<file path="src/rtl/mips_muldiv_unit.sv">
// mips_muldiv_unit: iterative HI/LO multiply/divide unit with MTHI/MTLO writes.
// Signed ops work on operand magnitudes, and the signs are corrected at the end.
// Multiply is shift-add and divide is restoring. Each uses one operand bit per cycle.
// Optional macro MIPS_MULDIV_FAST_MULT_EN: MULT/MULTU use a single combinational
// multiplier and skip the RUN state. Divide is unchanged.
module mips_muldiv_unit #(
    parameter int DATA_WIDTH = 32,
    parameter int CNT_WIDTH  = $clog2(DATA_WIDTH) + 1
) (
    input  logic                  clk,
    input  logic                  rst,
    input  logic                  start,
    input  logic [2:0]            op,
    input  logic [DATA_WIDTH-1:0] operand_a,
    input  logic [DATA_WIDTH-1:0] operand_b,
    input  logic                  flush,
    output logic                  busy,
    output logic                  done,
    output logic                  div_by_zero,
    output logic [DATA_WIDTH-1:0] hi,
    output logic [DATA_WIDTH-1:0] lo
);
    localparam int W = DATA_WIDTH;

    typedef enum logic [1:0] {S_IDLE, S_RUN, S_FIX} state_t;

    state_t               state_q, state_d;
    logic [CNT_WIDTH-1:0] cnt_q, cnt_d;
    logic [W-1:0]         hi_q, hi_d, lo_q, lo_d;
    logic                 done_q, done_d, dbz_q, dbz_d;
    logic                 is_div_q, is_div_d, neg_q, neg_d, rneg_q, rneg_d;
    logic [W-1:0]         opa_q, opa_d, opb_q, opb_d;
    logic [2*W-1:0]       work_q, work_d;

    logic                 sgn_op, sa, sb;
    logic [W-1:0]         mag_a, mag_b;
    logic [W:0]           mul_sum, div_shl, div_diff;
    logic [2*W-1:0]       prod_mag, prod_res;

    // Two's-complement negate when n is set (single and double width).
    function automatic logic [W-1:0] cneg(input logic [W-1:0] v, input logic n);
        return n ? (~v + W'(1)) : v;
    endfunction

    function automatic logic [2*W-1:0] cneg2(input logic [2*W-1:0] v, input logic n);
        return n ? (~v + (2*W)'(1)) : v;
    endfunction

    assign busy        = (state_q != S_IDLE);
    assign done        = done_q;
    assign div_by_zero = dbz_q;
    assign hi          = hi_q;
    assign lo          = lo_q;

    // Next-state logic: issue, per-cycle multiply/divide step, final sign fix and write.
    always_comb begin
        state_d  = state_q;
        cnt_d    = cnt_q;
        hi_d     = hi_q;
        lo_d     = lo_q;
        done_d   = 1'b0;
        dbz_d    = dbz_q;
        is_div_d = is_div_q;
        neg_d    = neg_q;
        rneg_d   = rneg_q;
        opa_d    = opa_q;
        opb_d    = opb_q;
        work_d   = work_q;
        sgn_op   = 1'b0;
        sa       = 1'b0;
        sb       = 1'b0;
        mag_a    = operand_a;
        mag_b    = operand_b;

        // Multiply: the upper half accumulates the multiplicand when the multiplier LSB is set.
        mul_sum  = {1'b0, work_q[2*W-1:W]} + (work_q[0] ? {1'b0, opa_q} : {(W+1){1'b0}});
        // Divide: shift the next dividend bit into the partial remainder, then trial-subtract.
        div_shl  = {work_q[2*W-1:W], work_q[W-1]};
        div_diff = div_shl - {1'b0, opb_q};

`ifdef MIPS_MULDIV_FAST_MULT_EN
        prod_mag = is_div_q ? work_q : ({{W{1'b0}}, opa_q} * {{W{1'b0}}, opb_q});
`else
        prod_mag = work_q;
`endif
        prod_res = cneg2(prod_mag, neg_q);

        case (state_q)
            S_IDLE: begin
                if (start && !flush) begin
                    if (!op[2]) begin
                        // MULT and DIV are the signed ops (op[0]=0).
                        sgn_op   = ~op[0];
                        sa       = sgn_op & operand_a[W-1];
                        sb       = sgn_op & operand_b[W-1];
                        mag_a    = cneg(operand_a, sa);
                        mag_b    = cneg(operand_b, sb);
                        is_div_d = op[1];
                        neg_d    = sa ^ sb;
                        rneg_d   = sa;
                        opa_d    = mag_a;
                        opb_d    = mag_b;
                        work_d   = {{W{1'b0}}, (op[1] ? mag_a : mag_b)};
                        cnt_d    = '0;
                        dbz_d    = 1'b0;
                        state_d  = S_RUN;
`ifdef MIPS_MULDIV_FAST_MULT_EN
                        if (!op[1]) state_d = S_FIX;
`endif
                    end else if (op[1:0] == 2'b00) begin
                        hi_d   = operand_a;
                        done_d = 1'b1;
                        dbz_d  = 1'b0;
                    end else if (op[1:0] == 2'b01) begin
                        lo_d   = operand_a;
                        done_d = 1'b1;
                        dbz_d  = 1'b0;
                    end
                end
            end
            S_RUN: begin
                if (flush) begin
                    state_d = S_IDLE;
                end else begin
                    if (is_div_q)
                        work_d = div_diff[W] ? {div_shl[W-1:0], work_q[W-2:0], 1'b0}
                                             : {div_diff[W-1:0], work_q[W-2:0], 1'b1};
                    else
                        work_d = {mul_sum, work_q[W-1:1]};
                    cnt_d = cnt_q + CNT_WIDTH'(1);
                    if (cnt_q == CNT_WIDTH'(W - 1)) state_d = S_FIX;
                end
            end
            S_FIX: begin
                if (flush) begin
                    state_d = S_IDLE;
                end else begin
                    if (!is_div_q) begin
                        hi_d = prod_res[2*W-1:W];
                        lo_d = prod_res[W-1:0];
                    end else if (opb_q == '0) begin
                        // Divide by zero: LO all ones, HI is the original dividend.
                        lo_d  = '1;
                        hi_d  = cneg(opa_q, rneg_q);
                        dbz_d = 1'b1;
                    end else begin
                        lo_d = cneg(work_q[W-1:0], neg_q);
                        hi_d = cneg(work_q[2*W-1:W], rneg_q);
                    end
                    done_d  = 1'b1;
                    state_d = S_IDLE;
                end
            end
            default: state_d = S_IDLE;
        endcase
    end

    // Control and architectural state: async reset to idle and zeroed outputs.
    always_ff @(posedge clk or posedge rst) begin
        if (rst) begin
            state_q <= S_IDLE;
            cnt_q   <= '0;
            hi_q    <= '0;
            lo_q    <= '0;
            done_q  <= 1'b0;
            dbz_q   <= 1'b0;
        end else begin
            state_q <= state_d;
            cnt_q   <= cnt_d;
            hi_q    <= hi_d;
            lo_q    <= lo_d;
            done_q  <= done_d;
            dbz_q   <= dbz_d;
        end
    end

    // Datapath working registers: only read in RUN/FIX, so they need no reset.
    always_ff @(posedge clk) begin
        is_div_q <= is_div_d;
        neg_q    <= neg_d;
        rneg_q   <= rneg_d;
        opa_q    <= opa_d;
        opb_q    <= opb_d;
        work_q   <= work_d;
    end
endmodule

</file>
<file path="config.mk">
export PLATFORM = sky130hd
export DESIGN_NAME = mips_muldiv_unit
export DESIGN_NICKNAME = d
export VERILOG_FILES = /design/src/rtl/mips_muldiv_unit.sv
export SDC_FILE = /design/constraint.sdc
export NUM_CORES = 1
export LEC_CHECK = 0
export CAP_MARGIN = 20
export CELL_PAD_IN_SITES_DETAIL_PLACEMENT = 0
export CELL_PAD_IN_SITES_GLOBAL_PLACEMENT = 2
export CORE_MARGIN = 2
export CORE_UTILIZATION = 37
export DETAILED_ROUTE_END_ITERATION = 8
export PLACE_DENSITY_LB_ADDON = 0.2
export SLEW_MARGIN = 25
export SYNTH_ARGS = -nofsm -noshare
export SYNTH_HDL_FRONTEND = slang
export SYNTH_SLANG_ARGS = --single-unit
</file>
<file path="constraint.sdc">
create_clock -name clk -period 8.4 [get_ports clk]
set_clock_uncertainty 0.15 [all_clocks]
set_input_delay 1.68 -clock clk [delete_from_list [all_inputs] [get_ports clk]]
set_output_delay 1.68 -clock clk [all_outputs]
set_load 0.02 [all_outputs]
</file>
# Word level (Yosys, flattened, before mapping)
# Index checks and enable logic that the tools add are counted.
[classes]
n_addsub = 9
n_eq_ne = 16
mux = 52
bitwise = 11
reduce_logical = 14
[op_table]
columns = ["operator", "count"]
rows = [
  ["$mux 32", 20],
  ["$mux 64", 6],
  ["$add 32x1->32 const B", 5],
  ["$not 32->32", 5],
  ["$pmux 32 s2", 2],
  ["$pmux 64 s2", 1],
  ["$add 64x1->64 const B", 1],
  ["$not 64->64", 1],
  ["$add 32x32->33", 1],
  ["$sub 33x32->33", 1],
  ["$logic_not 32->1", 1],
  ["$ne 2x2->1 const B", 10],
  ["$mux 6", 3],
  ["$mux 1", 12],
  ["$pmux 6 s2", 1],
  ["$reduce_and 6->1", 2],
  ["$mux 2", 4],
  ["$add 6x1->6 const B", 1],
  ["$eq 6x5->1 const B", 1],
  ["$reduce_and 3->1", 2],
  ["$reduce_bool 2->1", 3],
  ["$reduce_and 5->1", 1],
  ["$eq 2x1->1 const B", 2],
  ["$logic_not 2->1", 2],
  ["other kinds (11)", 14],
]
[totals]
regBits = 205
input_bits = 71
out_inout_bits = 67
wordCells = 114

# Longest topological paths before layout
# Gate-level depths: netlist (run 1).
[logic_depth]
depth_word = 7
ltp_mapped = 14
depth_no_buf = 13

# Least setup slack after synthesis (run 1)
# Ideal clock, no wire load.
[synth_path]
path_type = "input -> register"
start = "input start"
end = "register is_div_q, enable pin"
t_arrival_ns = 6.910
t_required_ns = 7.652
setup_slack_ns = 0.742
stages = 2
cell_sequence = "nor2b_1 > nor3b_1"
[synth_between]
elab_chain_len = 2
[synth_lines]
columns = ["element", "line_no", "rtl"]
rows = [
  ["start: declaration", "12", "input logic start,"],
  ["$logic_and 1x1->1", "90", "if (start && !flush) begin"],
  ["$reduce_and 3->1 (no line)", "--", ""],
  ["end signal: assignment", "179", "is_div_q <= is_div_d;"],
  ["end: declaration", "31", "logic is_div_q, is_div_d, neg_q, neg_d, rneg_q, rneg_d;"],
]
# Every way passes these cells.
# A chain may end at the register's enable or synchronous reset.

# Worst setup path in the final report (run 1)
[layout_path]
start = "register work_q[31], in the netlist prod_mag[31]"
end = "register work_q[0], in the netlist prod_mag[0], data pin"
[layout_between]
elab_chain_len = 5
[layout_lines]
columns = ["element", "line_no", "rtl"]
rows = [
  ["start: declaration", "33", "logic [2*W-1:0] work_q, work_d;"],
  ["start signal: assignment", "184", "work_q <= work_d;"],
  ["$sub 33x32->33", "79", "div_diff = div_shl - {1'b0, opb_q};"],
  ["$mux 64", "126", "work_d = div_diff[W] ? {div_shl[W-1:0], work_q[W-2:0], 1'b0}"],
  ["$mux 64", "125", "if (is_div_q)"],
  ["$mux 64", "122", "if (flush) begin"],
  ["$pmux 64 s2", "88", "case (state_q)"],
  ["net work_d[0]", "33", ""],
]
# The timed path passes the listed nets, and every way through them passes these cells. The select of a mux whose other input is x is not followed.

==> qor.txt, run 1 <==
share of the cycle needed by the critical path after routing = 57.4%
vias per cell = 5.91
top cells by count, synth = sky130_fd_sc_hd__o21ai_0 (198), sky130_fd_sc_hd__nand2_1 (183), sky130_fd_sc_hd__a21oi_1 (152), sky130_fd_sc_hd__nor2_1 (149), sky130_fd_sc_hd__xnor2_1 (147)
number of antenna violations at the first check in global routing = 4
final weighted congestion in routability-driven placement = 0.908
clk_lat worst skew = 0.57 ns
setup ws final = 3.58 ns
post-synthesis cell type with the largest combined area = sky130_fd_sc_hd__edfxtp_1
vias in the first global route = 15,700
leading cell types by total area after synthesis = sky130_fd_sc_hd__edfxtp_1 (23%), sky130_fd_sc_hd__dfrtp_1 (11%), sky130_fd_sc_hd__xnor2_1 (7.6%)
die width = 218 um
hold buffer count at cts = 0
net count of the finished layout = 2,223
worst setup timing slack at the placement stage = 3.24 ns
largest incremental delay on the critical path = 0.66 ns
slowest CP cell = sky130_fd_sc_hd__edfxtp_1
core area = 45,400 sq um
clock edge transition at the registers on the reported setup and hold paths = 0.06 ns
slew at the pin closest to its max-slew limit = 0.984 ns
largest net degree at the start of global routing = 101
worst-path cell chain = inv_1 > ha_1 > fa_1 > nand2b_1 > a21oi_1 > o211ai_1 > a2111oi_0 > nor4_1 > or3_1 > buf_4 > nor2_1 > o21ai_0 > o21ai_0
logic depth of the worst register-to-register path = 13
global-route wire length before repair = 99.1 mm
Worst Hold Endpoint = lo[7]
Longest Clk Path Bufs = 3
initial drt markers = 1,257
Post-DRT Antenna Nets = 0
number of antenna cells inserted = 0
CTS tree = done
die height = 218 um
global route overflow = 0
Max Fanout on Critical Path = 43
final non-filler cell area = 19,800 sq um
H-tree lvl count = 1
Top delay family on crit path = simple AND/OR/NAND/NOR gates
Tot GR Track Use = 27.8%
total of warnings raised by yosys = 0
top-area cell type share of the netlist area = 23.1%
Fillers = 4,588
Avg WL per Cell = 24.9 um
DRC Markers = 0
Synth Area per Inst = 8.48 sq um
Setup CP Type = reg -> reg
launch instance of the worst min-delay path = lo[7]
accumulated negative setup slack = 0 ns
number of setup violations in the final report = 0
vias after detailed routing = 15,900
type of destination of the critical path = flip-flop
root buf cell = sky130_fd_sc_hd__clkbuf_16
count of buffers inserted at the top-level ports = 137
post-place instance area = 18,900 sq um
number of max-slew violations in the final report = 0
Cell Area, Synth = 17,000 sq um
run status = completed
flip-flop and latch count after synthesis = 205
Worst EP arrival = 5.08 ns
most frequently used cell type in the post-synthesis netlist = sky130_fd_sc_hd__o21ai_0
crit-path most repeated cell = sky130_fd_sc_hd__o21ai_0
setup slack on the worst flop-to-flop path = 3.58 ns
count of max-cap constraint violations = 0
number of enable flip-flop cells after synthesis = 131
sequential cell area fraction in the yosys report = 34.0%
total power of the final layout = 0.00336 W
Critical Path Start Type = flip-flop
area growth from synthesis to layout = 16.1%
path category of the worst min-delay check = reg -> reg
number of failing hold endpoints at the final stage = 0
total nets after synthesis = 2,151
total die area = 47,700 sq um
post-layout minimum cycle time = 4.82 ns
initial core utilization = 37.5%
number of sinks on the clock net = 205
count of unique library cells instantiated by Yosys = 70
cell leakage power = 7.47 nW
Inserted Clock Buffers = 26
Post-Route WL = 67.2 mm
Peak Freq = 0.208 GHz
share of final-layout standard cells stronger than drive strength 1 = 5.34%
unrepaired setup endpoints after global routing = false
HPWL after DPL = 52.9 mm
RR Startpoint = prod_mag[31]
data required time of the worst path = 8.66 ns
number of search-and-repair iterations in the first detailed-routing pass = 6
Hold Path Cell Cnt = 2
ys async rst share = 36.1%
maximum vdd drop = 177 uV
total power per unit cell area = 170 nW/um^2
total buffers and inverters traversed by the critical path = 2
number of top-level pins = 138
post-CTS setup repair buffer count = 0
worst-case headroom to the max-slew limit = 34.4%
number of cells upsized or downsized after cts = 0
end of the worst register-to-register path = prod_mag[0]
synthesized instance count = 2,008
Main synth FF type = sky130_fd_sc_hd__edfxtp_1
Core Rows = 78
-- cells by family (layout without fill, tap and decap cells) --
| logic type | after synthesis | in the layout | synth area share [%] |
|---|---|---|---|
| buffers and inverters | 179 | 270 | 4.10 |
| AOI/OAI and AO/OA | 615 | 615 | 22.3 |
| DFF | 205 | 205 | 34.0 |
| and+or+nand+nor | 643 | 643 | 18.6 |
| adders and majority gates | 72 | 72 | 5.38 |
| xor gates and xnor gates | 238 | 238 | 12.2 |
| muxes | 56 | 56 | 3.46 |
-- worst register-to-register path, delay by kind of cell (launching register included) --
family                   cells  cell delay [ns]
AO/OA/AOI/OAI                5             1.27
adder cells (fa/ha/maj)      2             0.70
buffers and inverters        2             0.59
flip-flops                   1             0.66
AND/OR/NAND/NOR              4             1.28
-- cell type report --
cell class / count / area [sq um] / share of cell area [%]
flip-flops and latches: 205 / 5790 / 29.3
repair buffers: 159 / 1550 / 7.84
inverters: 64 / 240 / 1.22
well taps: 600 / 751 / 3.80
clock buffers: 31 / 689 / 3.49
multi-input cells: 1624 / 10600 / 53.5
clock inverters: 16 / 176 / 0.893
-- worst max path at each step --
stage            startpoint           end  slack (ns)  depth (start not counted)
2_1_floorplan         start      is_div_q        0.74                          2
3_3_place_gp   operand_a[5]  prod_mag[27]        3.27                         10
3_5_place_dp   operand_a[5]  prod_mag[27]        3.24                         10
4_1_cts        prod_mag[31]  prod_mag[60]        3.61                         12
5_1_grt        prod_mag[31]   prod_mag[0]        3.19                         13
6_report       prod_mag[31]   prod_mag[0]        3.58                         13
-- where the power goes --
group | internal (W) | leakage (nW) | switching [W]
registers | 0.00120 | 2.16 | 0.000114
logic | 0.000377 | 4.89 | 0.000519
clock network | 0.000677 | 0.422 | 0.000471
-- cell usage in the layout, fill, tap and decap left out, types with 6 or more instances in the layout --
master                              n
sky130_fd_sc_hd__o21ai_0          198
sky130_fd_sc_hd__nand2_1          182
sky130_fd_sc_hd__a21oi_1          152
sky130_fd_sc_hd__nor2_1           148
sky130_fd_sc_hd__xnor2_1          147
sky130_fd_sc_hd__clkdlybuf4s50_1  137
sky130_fd_sc_hd__edfxtp_1         131
sky130_fd_sc_hd__xor2_1            91
sky130_fd_sc_hd__dfrtp_1           74
sky130_fd_sc_hd__ha_1              70
sky130_fd_sc_hd__inv_1             62
sky130_fd_sc_hd__nand3_1           47
sky130_fd_sc_hd__o211ai_1          43
sky130_fd_sc_hd__mux2i_1           43
sky130_fd_sc_hd__o22ai_1           39
sky130_fd_sc_hd__nor3_1            38
sky130_fd_sc_hd__and2_1            34
sky130_fd_sc_hd__nand2b_1          33
sky130_fd_sc_hd__o31ai_1           33
sky130_fd_sc_hd__or3_1             32
sky130_fd_sc_hd__a21o_1            30
sky130_fd_sc_hd__nor4_1            26
sky130_fd_sc_hd__clkbuf_16         26
sky130_fd_sc_hd__buf_4             21
sky130_fd_sc_hd__a211oi_1          20
sky130_fd_sc_hd__nand4_1           19
sky130_fd_sc_hd__or2_2             19
sky130_fd_sc_hd__or4_1             17
sky130_fd_sc_hd__o41ai_1           16
sky130_fd_sc_hd__o21a_1            14
sky130_fd_sc_hd__nor2b_1           12
sky130_fd_sc_hd__mux2_2            12
sky130_fd_sc_hd__a31oi_1           10
sky130_fd_sc_hd__o221ai_1           9
sky130_fd_sc_hd__and3_1             8
sky130_fd_sc_hd__nand3b_1           7
sky130_fd_sc_hd__clkinv_1           6
-- per-layer routing --
layer / up-vias / track usage (%) / part of all wire [%]
met5: - / 0 / 0.013
li1: 7494 / - / -
met4: 2 / 9.48 / 3.6
met3: 115 / 3.49 / 5.4
met2: 486 / 46.8 / 48
met1: 7850 / 36.8 / 43
-- flip-flops by register name, indices dropped and copies added, names as in the netlist --
name,count
is_div_q,1
hi,32
div_by_zero,1
state_q,2
done,1
opb_q,32
lo,32
opa_q,32
neg_q,1
prod_mag,64
rneg_q,1
cnt_q,6
-- per-stage QoR --
stage	std cells	hold slack (ns)	utilization, %
2_1_floorplan	2008	0.356	-
3_3_place_gp	2652	0.317	41.6
3_5_place_dp	2652	0.320	41.6
4_1_cts	2699	0.332	43.5
5_1_grt	2699	0.350	43.5
6_report	2699	0.332	43.5
Power figures use the tool's default switching activity.
==> inputs of run 2 (changes only) <==
CORE_UTILIZATION = 33   (was 37)
clock period = 4.3 ns   (was 8.4 ns; I/O delays follow)
==> qor.txt, run 2 (synthesis results as in run 1) <==
sequential group share of total power = 38.2% (-0.9 points)
internal power = 0.00444 W (+97%)
number of failing hold endpoints at the final stage = 0 (unchanged)
Critical Path Start Type = flip-flop
vias after detailed routing = 16,200 (+1.8%)
H-tree lvl count = 1 (unchanged)
share of final-layout standard cells stronger than drive strength 1 = 8.64% (+3.3 points)
path category of the worst min-delay check = reg -> reg
post-CTS setup repair buffer count = 0 (unchanged)
slowest CP cell = sky130_fd_sc_hd__edfxtp_1
die height = 231 um (+5.8%)
unrepaired setup endpoints after global routing = false
most frequent cells in the layout = sky130_fd_sc_hd__o21ai_0 (198), sky130_fd_sc_hd__nand2_1 (182), sky130_fd_sc_hd__a21oi_1 (152)
global route overflow = 0 (unchanged)
number of top-level pins = 138 (unchanged)
HPWL after DPL = 56.7 mm (+7.2%)
share of the cycle needed by the critical path after routing = 92.0% (+35 points)
sw power = 0.00220 W (+99%)
number of max-slew violations in the final report = 0 (unchanged)
launch instance of the worst min-delay path = hi[2]
net count of the finished layout = 2,300 (+3.5%)
Avg WL per Cell = 24.7 um (-0.77%)
worst-path cell chain = ha_1 > nand2_1 > nor4_1 > nand4_1 > a2111oi_0 > nor4_1 > or3_1 > buf_4 > a21oi_1 > a21boi_0 > a211oi_1
number of search-and-repair iterations in the first detailed-routing pass = 5 (-1)
Crit. Startpoint = prod_mag[54]
clk_lat worst skew = 0.58 ns (about the same)
maximum vdd drop = 308 uV (+74%)
Post-Route Utilization = 40.0% (-3.5 points)
crit-path most repeated cell = sky130_fd_sc_hd__nor4_1
Max Fanout on Critical Path = 14 (-67%)
number of cells upsized or downsized after cts = 0 (unchanged)
switching share of total power = 33.1% (+0.22 points)
vias in the first global route = 16,000 (+2.2%)
vias per cell = 5.68 (-3.8%)
Peak Freq = 0.253 GHz (+22%)
total power per unit cell area = 324 nW/um^2 (+91%)
slew at the pin closest to its max-slew limit = 0.978 ns (-0.00605 ns)
type of destination of the critical path = flip-flop
clock network power share = 33.9% (-0.3 points)
Fillers = 5,293 (+15%)
Core Rows = 83 (+6.4%)
total die area = 53,400 sq um (+12%)
post-layout minimum cycle time = 3.96 ns (-0.862 ns)
Inserted Clock Buffers = 26 (unchanged)
max reg flops = 64 (unchanged)
Longest Clk Path Bufs = 3 (unchanged)
Worst EP arrival = 4.09 ns (-0.99 ns)
most common library cell in the layout ignoring fill and taps = sky130_fd_sc_hd__o21ai_0
area growth from synthesis to layout = 20.4%
CTS tree = done
initial drt markers = 1,468 (+17%)
die width = 231 um (+5.8%)
core area = 51,200 sq um (+13%)
Post-Route WL = 70.6 mm (+5.0%)
number of sinks on the clock net = 205 (unchanged)
count of buffers inserted at the top-level ports = 137 (unchanged)
clock edge transition at the registers on the reported setup and hold paths = 0.06 ns (about the same)
final weighted congestion in routability-driven placement = 0.903 (-0.46%)
total buffers and inverters traversed by the critical path = 1 (-1)
RR Startpoint = prod_mag[54]
data required time of the worst path = 4.43 ns (-4.23 ns)
root buf cell = sky130_fd_sc_hd__clkbuf_16
number of setup violations in the final report = 0 (unchanged)
cell leakage power = 7.85 nW (+5.1%)
Setup CP Type = reg -> reg
hold buffer count at cts = 0 (unchanged)
number of antenna violations at the first check in global routing = 4 (unchanged)
count of max-cap constraint violations = 0 (unchanged)
Top delay family on crit path = simple AND/OR/NAND/NOR gates
total power of the final layout = 0.00664 W (+98%)
worst-case headroom to the max-slew limit = 34.4% (about the same)
run status = completed
largest incremental delay on the critical path = 0.57 ns (-0.09 ns)
Post-DRT Antenna Nets = 0 (unchanged)
global-route wire length before repair = 104 mm (+4.6%)
Tot GR Track Use = 26.1% (-1.8 points)
largest net degree at the start of global routing = 129 (+28%)
accumulated negative setup slack = 0 ns (unchanged)
DRC Markers = 0 (unchanged)
initial core utilization = 33.2% (-4.3 points)
part of the power in combinational logic = 27.8% (+1.1 points)
run 2: worst register-to-register path, cell delays in order (launching register included):
cell and delay (ns):
sky130_fd_sc_hd__edfxtp_1 0.57, sky130_fd_sc_hd__ha_1 0.45, sky130_fd_sc_hd__nand2_1 0.16, sky130_fd_sc_hd__nor4_1 0.45, sky130_fd_sc_hd__nand4_1 0.24, sky130_fd_sc_hd__a2111oi_0 0.37
sky130_fd_sc_hd__nor4_1 0.12, sky130_fd_sc_hd__or3_1 0.51, sky130_fd_sc_hd__buf_4 0.24, sky130_fd_sc_hd__a21oi_1 0.14, sky130_fd_sc_hd__a21boi_0 0.20, sky130_fd_sc_hd__a211oi_1 0.07
run 2: path summary, 6_finish.rpt:
path	slack (ns)	cells after the start	endpoint
worst max-delay path	0.34	11	prod_mag[62]
worst min-delay path	0.33	2	hi[2]
worst max register to register	0.34	11	prod_mag[62]
worst min register to register	0.33	2	hi[2]
max in group asynchronous	2.84	3	cnt_q[1]
min in group asynchronous	0.65	3	hi[23]
run 2: layout make-up:
class | count | area (sq um) | area share (%)
Clock inverter | 9 | 95.1 | 0.464
Antenna cell | 1 | 2.50 | 0.0122
Multi-Input combinational cell | 1624 | 10600 | 51.6
Inverter | 64 | 240 | 1.17
Sequential cell | 205 | 5790 | 28.2
Clock buffer | 38 | 779 | 3.80
Timing Repair Buffer | 236 | 2170 | 10.6
Tap cell | 680 | 851 | 4.15
run 2: power by group through the flow:
stage	combinational, W	sequential (W)	clock, W
final	0.00185	0.00254	0.00225
after global routing	0.00200	0.00256	0.00235
after CTS	0.00185	0.00254	0.00229
after detailed placement	0.00185	0.00258	0
after global placement	0.00185	0.00257	0
after floorplan	0.000875	0.00268	0
run 2: per-layer routing:
| layer | vias to the layer above | share of wire [%] | track usage, % |
|---|---|---|---|
| met3 | 89 | 5.7 | 2.49 |
| met2 | 478 | 49 | 44.6 |
| li1 | 7637 | - | - |
| met4 | 0 | 2.6 | 6.45 |
| met5 | - | 0 | 0 |
| met1 | 8028 | 43 | 35.3 |
run 2: metrics by stage:
stage / area (sq um) / hold WS [ns] / setup WS (ns) / std cells
detailed placement: 19600 / 0.320 / 0.306 / 2809
global placement: 19600 / 0.314 / 0.391 / 2809
global route: 20500 / 0.367 / 0.0621 / 2856
CTS: 20500 / 0.333 / 0.382 / 2856
floorplan: 17000 / 0.356 / 0.732 / 2008
finish: 20500 / 0.331 / 0.344 / 2857
==> inputs of run 3 (changes only) <==
SLEW_MARGIN = 20   (was 25)
==> qor.txt, run 3 (synthesis results as in run 1) <==
net count of the finished layout = 2,300 (unchanged)
Core Rows = 83 (unchanged)
cell leakage power = 7.85 nW (about the same)
setup ws final = 0.357 ns (+0.0124 ns)
DRC Markers = 0 (unchanged)
vias after detailed routing = 16,200 (+0.086%)
CTS tree = done
clock network power share = 33.9% (about the same)
register area = 5790 sq um (unchanged)
final weighted congestion in routability-driven placement = 0.903 (unchanged)
sw power = 0.00219 W (-0.16%)
most common library cell in the layout ignoring fill and taps = sky130_fd_sc_hd__o21ai_0
core area = 51,200 sq um (unchanged)
data required time of the worst path = 4.43 ns (about the same)
vias per cell = 5.69 (about the same)
max reg flops = 64 (unchanged)
area growth from synthesis to layout = 20.4% (about the same)
total buffers and inverters traversed by the critical path = 1 (unchanged)
slew at the pin closest to its max-slew limit = 1.08 ns (+0.0972 ns)
Setup CP Type = reg -> reg
share of the cycle needed by the critical path after routing = 91.7% (-0.29 points)
worst-path cell chain = ha_1 > nand2_1 > nor4_1 > nand4_1 > a2111oi_0 > nor4_1 > or3_1 > buf_4 > a21oi_1 > a21boi_0 > a211oi_1
H-tree lvl count = 1 (unchanged)
Peak Freq = 0.254 GHz (+0.31%)
Post-DRT Antenna Nets = 0 (unchanged)
die height = 231 um (unchanged)
count of max-cap constraint violations = 0 (unchanged)
internal power = 0.00444 W (about the same)
initial drt markers = 1,419 (-3.3%)
Critical Path Start Type = flip-flop
worst-case headroom to the max-slew limit = 28.2% (-6.2 points)
number of top-level pins = 138 (unchanged)
post-layout minimum cycle time = 3.94 ns (-0.0124 ns)
hold buffer count at cts = 0 (unchanged)
number of max-slew violations in the final report = 0 (unchanged)
Top delay family on crit path = simple AND/OR/NAND/NOR gates
largest net degree at the start of global routing = 129 (unchanged)
accumulated negative setup slack = 0 ns (unchanged)
Fillers = 5,291 (-0.038%)
crit-path most repeated cell = sky130_fd_sc_hd__nor4_1
maximum vdd drop = 308 uV (about the same)
HPWL after DPL = 56.7 mm (unchanged)
Tot GR Track Use = 26.1% (unchanged)
number of search-and-repair iterations in the first detailed-routing pass = 5 (unchanged)
Worst EP arrival = 4.07 ns (-0.02 ns)
global-route wire length before repair = 104 mm (unchanged)
number of sinks on the clock net = 205 (unchanged)
worst setup timing slack at the placement stage = 0.306 ns (unchanged)
Longest Clk Path Bufs = 3 (unchanged)
Post-Route WL = 70.7 mm (about the same)
switching share of total power = 33.1% (-0.033 points)
part of the power in combinational logic = 27.9% (about the same)
die width = 231 um (unchanged)
number of failing hold endpoints at the final stage = 0 (unchanged)
unrepaired setup endpoints after global routing = false
share of final-layout standard cells stronger than drive strength 1 = 8.64% (unchanged)
Inserted Clock Buffers = 26 (unchanged)
Post-Route Utilization = 40.0% (about the same)
sequential group share of total power = 38.2% (about the same)
Avg WL per Cell = 24.7 um (about the same)
number of setup violations in the final report = 0 (unchanged)
count of buffers inserted at the top-level ports = 137 (unchanged)
root buf cell = sky130_fd_sc_hd__clkbuf_16
clk_lat worst skew = 0.58 ns (about the same)
Max Fanout on Critical Path = 14 (unchanged)
largest incremental delay on the critical path = 0.56 ns (about the same)
number of antenna violations at the first check in global routing = 4 (unchanged)
post-CTS setup repair buffer count = 0 (unchanged)
clock edge transition at the registers on the reported setup and hold paths = 0.06 ns (about the same)
slowest CP cell = sky130_fd_sc_hd__edfxtp_1
total power per unit cell area = 324 nW/um^2 (about the same)
Multi-input gate area = 10,600 sq um (unchanged)
total die area = 53,400 sq um (unchanged)
vias in the first global route = 16,000 (unchanged)
path category of the worst min-delay check = reg -> reg
global route overflow = 0 (unchanged)
number of cells upsized or downsized after cts = 0 (unchanged)
initial core utilization = 33.2% (unchanged)
type of destination of the critical path = flip-flop
run status = completed
most frequent cells in the layout = sky130_fd_sc_hd__o21ai_0 (198), sky130_fd_sc_hd__nand2_1 (182), sky130_fd_sc_hd__a21oi_1 (152)
-- run 3: cell types whose count changed in the layout (fill, tap and decap cells not counted), sizes merged --
cell / before / now
clkinv: 9 / 8
inv: 63 / 64
-- run 3: area by class of cell --
type | count | share of cell area, %
multi-input cells | 1624 | 51.6
flip-flops and latches | 205 | 28.2
repair buffers | 236 | 10.6
well taps | 680 | 4.15
clock buffers | 38 | 3.80
inverters | 64 | 1.17
clock inverters | 9 | 0.464
diodes | 1 | 0.0122
-- run 3: worst min-delay path, cell delays in order (launching register included) --
cell	delay, ns
sky130_fd_sc_hd__dfrtp_1	0.34
sky130_fd_sc_hd__nand2_1	0.05
sky130_fd_sc_hd__o21ai_0	0.06
-- run 3: power groups by stage --
stage,Clock [W],Sequential (W),Combinational (W)
floorplan,0,0.00268,0.000875
global placement,0,0.00257,0.00185
detailed placement,0,0.00258,0.00185
CTS,0.00229,0.00254,0.00185
global route,0.00235,0.00256,0.00200
finish,0.00225,0.00254,0.00185
-- run 3: stage by stage --
stage	instance area, sq um	total power (W)	std cells	hold WS, ns
3_5_place_dp	19600	0.00442	2809	0.320
5_1_grt	20500	0.00692	2856	0.367
6_report	20500	0.00664	2857	0.332
4_1_cts	20500	0.00669	2856	0.333
3_3_place_gp	19600	0.00442	2809	0.314
2_1_floorplan	17000	0.00355	2008	0.356
-- run 3: layer usage --
layer	vias up	wire length (um)	track usage (%)
met5	-	0	0
met3	85	3840	2.49
met4	0	1810	6.45
met1	8018	30700	35.3
li1	7641	-	-
met2	502	34300	44.6
-- run 3: worst paths after layout --
path / startpoint / cells after the start / end / slack, ns
max: prod_mag[54] / 11 / prod_mag[62] / 0.36
min: hi[5] / 2 / hi[5] / 0.33
max reg2reg: prod_mag[54] / 11 / prod_mag[62] / 0.36
min reg2reg: hi[5] / 2 / hi[5] / 0.33
max in group asynchronous: rst / 3 / state_q[1] / 2.58
min in group asynchronous: rst / 3 / hi[22] / 0.76
